==> config.mk <==
export PLATFORM = sky130hd
export DESIGN_NAME = if_fetch_stage
export DESIGN_NICKNAME = d
export VERILOG_FILES = /design/src/rtl/if_pkg.sv /design/src/rtl/if_fetch_stage_pc_reg.sv /design/src/rtl/if_fetch_stage.sv
export SDC_FILE = /design/constraint.sdc
export NUM_CORES = 1
export LEC_CHECK = 0
export ABC_AREA = 1
export BUFFER_PORTS_ARGS = -buffer_cell sky130_fd_sc_hd__buf_2
export CAP_MARGIN = 20
export CORE_MARGIN = 2
export CORE_UTILIZATION = 50
export DETAILED_ROUTE_END_ITERATION = 8
export PLACE_DENSITY = 0.73
export SKIP_LAST_GASP = 1
export SYNTH_ARGS = -nofsm -noshare
export SYNTH_HDL_FRONTEND = slang
export SYNTH_HIERARCHICAL = 1
export SYNTH_SLANG_ARGS = --single-unit
export TNS_END_PERCENT = 50
==> constraint.sdc <==
create_clock -name clk -period 2.5 [get_ports clk]
set_input_delay 0.125 -clock clk [delete_from_list [all_inputs] [get_ports clk]]
set_output_delay 0.125 -clock clk [all_outputs]
set_load 0.01 [all_outputs]
==> src/rtl/if_pkg.sv <==
// if_pkg: shared types and constants for the instruction-fetch stage.
package if_pkg;
    typedef enum logic [1:0] {REQ, WAIT, HOLD} state_e;
    localparam logic [31:0] NOP_INSTR = 32'h0;
    localparam int PC_INC = 4;
    localparam logic [31:0] DEF_RESET_PC = 32'h0000_0000;
endpackage

==> src/rtl/if_fetch_stage_pc_reg.sv <==
// pc_reg: program counter with redirect mux, +4 incrementer and advance enable.
module pc_reg
    import if_pkg::*;
#(
    parameter int PC_W = 32,
    parameter logic [PC_W-1:0] RESET_PC = PC_W'(DEF_RESET_PC)
) (
    input  logic            clk,
    input  logic            rst,
    input  logic            adv_i,
    input  logic            redir_i,
    input  logic [PC_W-1:0] redir_addr_i,
    output logic [PC_W-1:0] pc_o,
    output logic [PC_W-1:0] pc_inc_o
);
    logic [PC_W-1:0] pc_q, pc_d;
    assign pc_o = pc_q;
    assign pc_inc_o = pc_q + PC_W'(PC_INC);
    always_comb pc_d = redir_i ? (redir_addr_i & ~PC_W'(3)) : adv_i ? pc_inc_o : pc_q;
    always_ff @(posedge clk) begin
        if (rst) pc_q <= RESET_PC & ~PC_W'(3);
        else pc_q <= pc_d;
    end
endmodule

==> src/rtl/if_fetch_stage.sv <==
// if_fetch_stage: single-outstanding instruction fetch with freeze/flush and IF/ID register.
// Optional perf counters enabled by defining IF_PERF_CNT_EN.
module if_fetch_stage
    import if_pkg::*;
#(
    parameter int PC_W = 32,
    parameter int INSTR_W = 32,
    parameter logic [PC_W-1:0] RESET_PC = PC_W'(DEF_RESET_PC)
) (
    input  logic               clk,
    input  logic               rst,
    input  logic               Freeze,
    input  logic               Branch_taken,
    input  logic [PC_W-1:0]    Branch_addr,
    output logic               imem_req,
    output logic [PC_W-1:0]    imem_addr,
    input  logic               imem_ready,
    input  logic               imem_rvalid,
    input  logic [INSTR_W-1:0] imem_rdata,
`ifdef IF_PERF_CNT_EN
    output logic [31:0]        perf_fetch_cnt,
    output logic [31:0]        perf_stall_cnt,
    output logic [15:0]        perf_drop_cnt,
`endif
    output logic [PC_W-1:0]    PC_out,
    output logic [INSTR_W-1:0] Instruction,
    output logic               Valid
);
    state_e state_q, state_d;
    logic discard_q, discard_d;
    logic [INSTR_W-1:0] hold_q, hold_d, ld_ins;
    logic [PC_W-1:0] ifid_pc_q, ifid_pc_d, pc, pc_inc;
    logic [INSTR_W-1:0] ifid_ins_q, ifid_ins_d;
    logic ifid_v_q, ifid_v_d, load, keep;

    pc_reg #(.PC_W(PC_W), .RESET_PC(RESET_PC)) u_pc (
        .clk(clk), .rst(rst), .adv_i(load), .redir_i(Branch_taken),
        .redir_addr_i(Branch_addr), .pc_o(pc), .pc_inc_o(pc_inc)
    );

    assign imem_req = state_q == REQ;
    assign imem_addr = pc;
    assign PC_out = ifid_pc_q;
    assign Instruction = ifid_ins_q;
    assign Valid = ifid_v_q;

    always_comb begin
        state_d = state_q;
        discard_d = discard_q;
        hold_d = hold_q;
        load = 1'b0;
        ld_ins = imem_rdata;
        unique case (state_q)
            REQ: begin
                // a request accepted together with a redirect fetched the old PC
                if (imem_ready) begin
                    state_d = WAIT;
                    discard_d = Branch_taken;
                end
            end
            WAIT: begin
                if (imem_rvalid) begin
                    discard_d = 1'b0;
                    hold_d = imem_rdata;
                    load = !discard_q && !Branch_taken && !Freeze;
                    state_d = (discard_q || Branch_taken || !Freeze) ? REQ : HOLD;
                end else if (Branch_taken) discard_d = 1'b1;
            end
            HOLD: begin
                ld_ins = hold_q;
                load = !Branch_taken && !Freeze;
                state_d = (Branch_taken || !Freeze) ? REQ : HOLD;
            end
            default: state_d = REQ;
        endcase
        // without a load or a freeze the register takes a bubble
        keep = Freeze && !Branch_taken;
        ifid_v_d = load || (keep && ifid_v_q);
        ifid_pc_d = load ? pc_inc : keep ? ifid_pc_q : '0;
        ifid_ins_d = load ? ld_ins : keep ? ifid_ins_q : INSTR_W'(NOP_INSTR);
    end

    always_ff @(posedge clk) begin
        if (rst) begin
            state_q <= REQ;
            discard_q <= 1'b0;
            hold_q <= '0;
            ifid_pc_q <= '0;
            ifid_ins_q <= '0;
            ifid_v_q <= 1'b0;
        end else begin
            state_q <= state_d;
            discard_q <= discard_d;
            hold_q <= hold_d;
            ifid_pc_q <= ifid_pc_d;
            ifid_ins_q <= ifid_ins_d;
            ifid_v_q <= ifid_v_d;
        end
    end

`ifdef IF_PERF_CNT_EN
    logic drop;
    logic [31:0] fetch_q, stall_q;
    logic [15:0] drop_q;
    assign drop = (state_q == WAIT && imem_rvalid && (discard_q || Branch_taken)) ||
                  (state_q == HOLD && Branch_taken);
    assign perf_fetch_cnt = fetch_q;
    assign perf_stall_cnt = stall_q;
    assign perf_drop_cnt = drop_q;
    always_ff @(posedge clk) begin
        if (rst) begin
            fetch_q <= '0;
            stall_q <= '0;
            drop_q <= '0;
        end else begin
            fetch_q <= fetch_q + 32'(load);
            stall_q <= stall_q + 32'(Freeze && ifid_v_q);
            drop_q <= drop_q + 16'(drop);
        end
    end
`endif
endmodule

Word level (Yosys, flattened, before mapping)
Cells that the tools add are included.
{"block": "word_totals", "regBits": 132, "input_bits": 70, "out_inout_bits": 98, "elab_cells": 51}
{"block": "op_classes", "add_sub_neg": 1, "eq_ne": 6, "n_mux": 17, "n_reduce_logical": 19}
{"operator": "32-bit two-way mux", "count": 6}
{"operator": "32-bit by 3-bit adder with 32-bit output (second input constant)", "count": 1}
{"operator": "2-bit two-way mux", "count": 4}
{"operator": "2-bit case mux with 3 select lines", "count": 1}
{"operator": "1-bit logical AND", "count": 5}
{"operator": "1-bit logical OR", "count": 4}
{"operator": "1-bit two-way mux", "count": 4}
{"operator": "2-bit by 1-bit != test with 1-bit output (second input constant)", "count": 2}
{"operator": "1-bit case mux with 2 select lines", "count": 2}
{"operator": "2-bit AND reduction", "count": 2}
{"operator": "2-bit nonzero test", "count": 2}
{"operator": "1-bit zero test", "count": 3}
{"operator": "3-bit != test (second input constant)", "count": 1}
{"operator": "3-bit AND reduction", "count": 1}
{"operator": "2-bit by 1-bit equality test with 1-bit output (second input constant)", "count": 1}
{"operator": "2-bit equality test (second input constant)", "count": 1}
{"operator": "2-bit zero test", "count": 1}
{"operator": "2-bit != test (second input constant)", "count": 1}
{"operator": "2-bit OR reduction", "count": 1}

Depth between registers and ports, before layout
{"block": "logic_depth", "depth_word": 7, "ltp_mapped": 15, "mapped_depth_nobuf": 13}

Modules after synthesis
Netlist, hierarchy kept.
{"module": "if_fetch_stage", "instances": 1, "cells_each": 571, "area_per_inst_um2": 4574.4, "seq_area_each_um2": 2001.9}
{"module": "pc_reg", "instances": 1, "cells_each": 324, "area_per_inst_um2": 2150.8, "seq_area_each_um2": 600.6}

Least setup slack after synthesis
Ideal clock, no wire load.
{"block": "synth_timing", "path_kind": "register to register", "startpoint": "register state_q[0]", "endpoint": "register u_pc.pc_q[2] (netlist: u_pc/pc_o[2])", "setup_time_ns": 0.056, "arrival_ns": 2.137, "path_slack_ns": 0.307, "stages_incl_launch_ff": 15, "n_path_buf": 3, "synth_period_minus_slack_ns": 2.193, "path_cell_list": "dfxtp_1 -> inv_1 -> ha_1 -> inv_1 -> nor2_1 -> buf_2 -> buf_2 -> nand2_1 -> inv_1 -> inv_1 -> nor2_1 -> clkbuf_1 -> nand2_1 -> a31o_2 -> inv_1"}
{"block": "synth_between", "elab_chain_len": 3, "elab_cells_between_ends": 4}
{"item": "from (decl)", "line": "if_fetch_stage.sv:29", "text": "state_e state_q, state_d;"}
{"item": "from (signal assigned)", "line": "if_fetch_stage.sv:92", "text": "state_q <= state_d;"}
{"item": "2-bit equality test or 2-bit by 1-bit equality test with 1-bit output (tied branches)", "line": "if_fetch_stage.sv:53", "text": "unique case (state_q)"}
{"item": "1-bit case mux with 2 select lines *", "line": "if_fetch_stage.sv:53"}
{"item": "via load", "line": "if_fetch_stage.sv:34", "text": "logic ifid_v_q, ifid_v_d, load, keep;"}
{"item": "2-bit nonzero test (no source line) *"}
{"item": "to (signal assigned)", "line": "if_fetch_stage_pc_reg.sv:21", "text": "if (rst) pc_q <= RESET_PC & ~PC_W'(3);"}
{"item": "to (signal assigned)", "line": "if_fetch_stage_pc_reg.sv:22", "text": "else pc_q <= pc_d;"}
{"item": "to (decl)", "line": "if_fetch_stage_pc_reg.sv:16", "text": "logic [PC_W-1:0] pc_q, pc_d;"}
The timed path passes the listed nets; every way through them passes the cells marked *.
A chain may end at the register's enable or synchronous reset.

Worst setup path after layout
{"block": "layout_timing", "startpoint": "register state_q[1]", "endpoint": "register u_pc.pc_q[19] (netlist: u_pc/pc_o[19])"}
Same word-level chain as after synthesis.

==> summary.md <==
| Metric | Value |
|---|---|
| Synth warn | `6` |
| Worst-margin pin slew | `0.931 ns` |
| Area Growth Syn to Fin | `26.2%` |
| Initial antenna violation count | `0` |
| WHS Endpoint | `u_pc/pc_o[9]` |
| Critical path endpoint category | `flop` |
| Synth area leaders | `dfxtp_1 39%, nand2_1 16%, nand3_2 7.4%` |
| H-tree depth | `4` |
| Crit share post-route | `76.2%` |
| Via count | `6439` |
| Setup Fix Bufs, Post-CTS | `0` |
| HP Class | `input port to flop` |
| Cts bufs inserted | `17` |
| Die span in x | `120 µm` |
| DR WL/cell | `14.2 µm` |
| Synthesized area | `6730 µm²` |
| Sequential share of the synthesized area | `38.7%` |
| CTS sink cnt | `130` |
| Largest net degree at the start of global routing | `65` |
| Status | `completed` |
| Mux contribution to synthesized area | `0%` |
| Share of the synthesized area in the top cell type | `38.7%` |
| Largest family of logic cells by synthesized area | `simple AND/OR/NAND/NOR gates` |
| Post-synth EDFFs | `0` |
| Fin nets | `1151` |
| Final Hold Fails | `0` |
| Setup ws final | `0.594 ns` |
| Peak supply drop | `0.438 mV` |
| Data arrival, critical path | `2.25 ns` |
| Critical path class | `flop to flop` |
| Die Ht | `120 µm` |
| Most area-hungry cell type in the Yosys netlist | `dfxtp_1` |
| Synth Area in Simple Gates | `34.8%` |
| Slew Limit Headroom | `37.9%` |
| Ys async rst share | `0%` |
| DP Wirelength | `11.7 mm` |
| Drt total wl | `17.9 mm` |
| Xor/xnor share of the synthesized area | `2.73%` |
| Pre-CTS setup slack | `0.632 ns` |
| Max-Cap Viols | `0` |
| Post-route ant nets | `0` |
| Leak | `3.52 nW` |
| RSZ-0062 raised after global routing | `false` |
| # fillers | `1152` |
| RePlAce Congestion | `0.872` |
| CTS resizes | `0` |
| Final-report setup violation count | `0` |
| Clk pin slew, worst setup/hold paths | `0.05 ns` |
| Row cnt | `42` |
| Hold depth | `3` |
| Nature of the critical path startpoint | `flop` |
| Minimum clock period | `1.91 ns` |
| Port Buf Inserts | `163` |
| Vias in the first global route | `6215` |
| Share of layout cells above drive strength 1 | `31.7%` |
| GR Overflow Total | `0` |
| I/O pin total | `168` |
| Bufs on Longest Clock Path | `2` |
| Synthesized instance count | `895` |
| Hold-fix buffers at CTS | `37` |
| Fin util | `64.3%` |
| First-pass GRT wire length | `29.7 mm` |
| Initial Util | `51.0%` |
| FMAX | `0.525 GHz` |
| Synth Area in Compound Gates | `15.4%` |
| Worst Path Max Fanout | `21` |
| Synthesized flop and latch total | `130` |
| Hold slack | `0.0107 ns` |
| Setup_tns | `0 ns` |
| Crit Reg-Reg Endpoint | `u_pc/pc_o[19]` |
| Top FF cell, synth | `dfxtp_1` |
| Worst R2R Start | `state_q[1]` |
| Synth Area per Inst | `7.51 µm²` |
| R2R cell count | `13` |
| Core Region | `13200 µm²` |
| Drt drc | `0` |
| TritonCTS clock tree | `done` |
| Power Density | `665 nW/µm²` |
| DR iter-0 viols | `396` |
| Worst-Skew Late Latency | `0.42 ns` |
| Synth top cells by count | `286 x nand2_1, 130 x dfxtp_1, 91 x nor2_1` |
| Total power | `0.00564 W` |
| N_diodes | `0` |
| Reg2Reg Setup Slack | `0.59 ns` |
| Synth Area in Adders | `1.12%` |
| Drt pass-1 iters | `5` |
| Final Skew | `0.00961 ns` |
| Slew Viols, Final | `0` |
| Vias/cell | `5.11` |
| Die area | `14400 µm²` |
| Hold Crit Start | `Branch_addr[9]` |
| Root buf cell | `clkbuf_16` |
| GRT Util Overall | `25.6%` |
| Most frequent cell after synthesis | `nand2_1` |
| Synth unique cells | `30` |
| Req. time, crit path | `2.84 ns` |
==> layer usage <==
| layer | GRT usage, % | vias up | routed length (µm) |
|---|---|---|---|
| li1 | - | 3246 | - |
| met1 | 32.7 | 2953 | 7920 |
| met2 | 42.2 | 217 | 8430 |
| met3 | 6.70 | 23 | 1250 |
| met4 | 8.46 | 0 | 308 |
| met5 | 0 | - | 0 |
==> power breakdown <==
group	switching, W	leakage, nW	internal [W]
clock	0.000874	0.260	0.00134
sequential	0.000101	1.06	0.00221
combinational	0.000744	2.21	0.000372
==> cells by family (layout without fill, tap and decap cells) <==
kind of cell,after synthesis,after routing
DFF,130,130
xor gates and xnor gates,15,15
AOI/OAI and AO/OA,159,159
and+or+nand+nor,489,489
buffers and inverters,95,282
other,1,4
adders and majority gates,6,6
==> stage by stage <==
step           cell area, µm²  std cells
6_report                 8490       1261
5_1_grt                  8490       1261
4_1_cts                  8490       1261
3_5_place_dp             7590       1195
3_3_place_gp             7590       1195
2_1_floorplan            6740        898
==> registers in the layout, summed over array words and instances (netlist names) <==
name         count
Instruction     32
PC_out          32
hold_q          32
u_pc/pc_o       30
state_q          2
Valid            1
discard_q        1
==> worst max-delay path: stages, from the launching register on <==
cell and delay [ns]:
dfxtp_1 0.34, inv_1 0.10, ha_1 0.24, nand2_2 0.09, clkinv_2 0.06, nand2_2 0.05
nand2_4 0.07, nand2_1 0.08, inv_1 0.09, inv_1 0.05, nor2_2 0.09, buf_4 0.27
nand3_1 0.14, a21oi_1 0.15
==> worst max-delay path by stage <==
stage                                to  cells after the start  startpoint
after floorplan            u_pc/pc_o[2]                     14  state_q[0]
after global placement    u_pc/pc_o[14]                     12  state_q[1]
after detailed placement  u_pc/pc_o[17]                     12  state_q[1]
after CTS                 u_pc/pc_o[19]                     13  state_q[1]
after global routing      u_pc/pc_o[18]                     12  state_q[1]
final                     u_pc/pc_o[19]                     13  state_q[1]
==> cell usage in the layout (no fill, tap or decap), drive strengths merged <==
cell type,Yosys,routed
nand3,74,74
nand2,298,298
xor2,11,11
inv,34,34
xnor2,4,4
buf,29,181
a21oi,92,92
clkinvlp,0,1
clkinv,1,6
a31o,2,2
dlygate4sd3,0,37
nand3b,7,7
a31oi,7,7
dfxtp,130,130
and2,5,5
conb,1,4
o21ai,37,37
a22oi,21,21
clkbuf,31,23
nor2,105,105
ha,6,6
==> area by class of cell <==
type	instances	area (µm²)	share of cell area [%]
Timing Repair Buffer	218	1340	15.7
Inverter	35	133	1.56
Tap cell	176	220	2.60
Multi-Input combinational cell	673	3670	43.3
Clock buffer	23	488	5.75
Clock inverter	6	32.5	0.383
Sequential cell	130	2600	30.7
No activity file was read; power rests on OpenSTA's default activity.
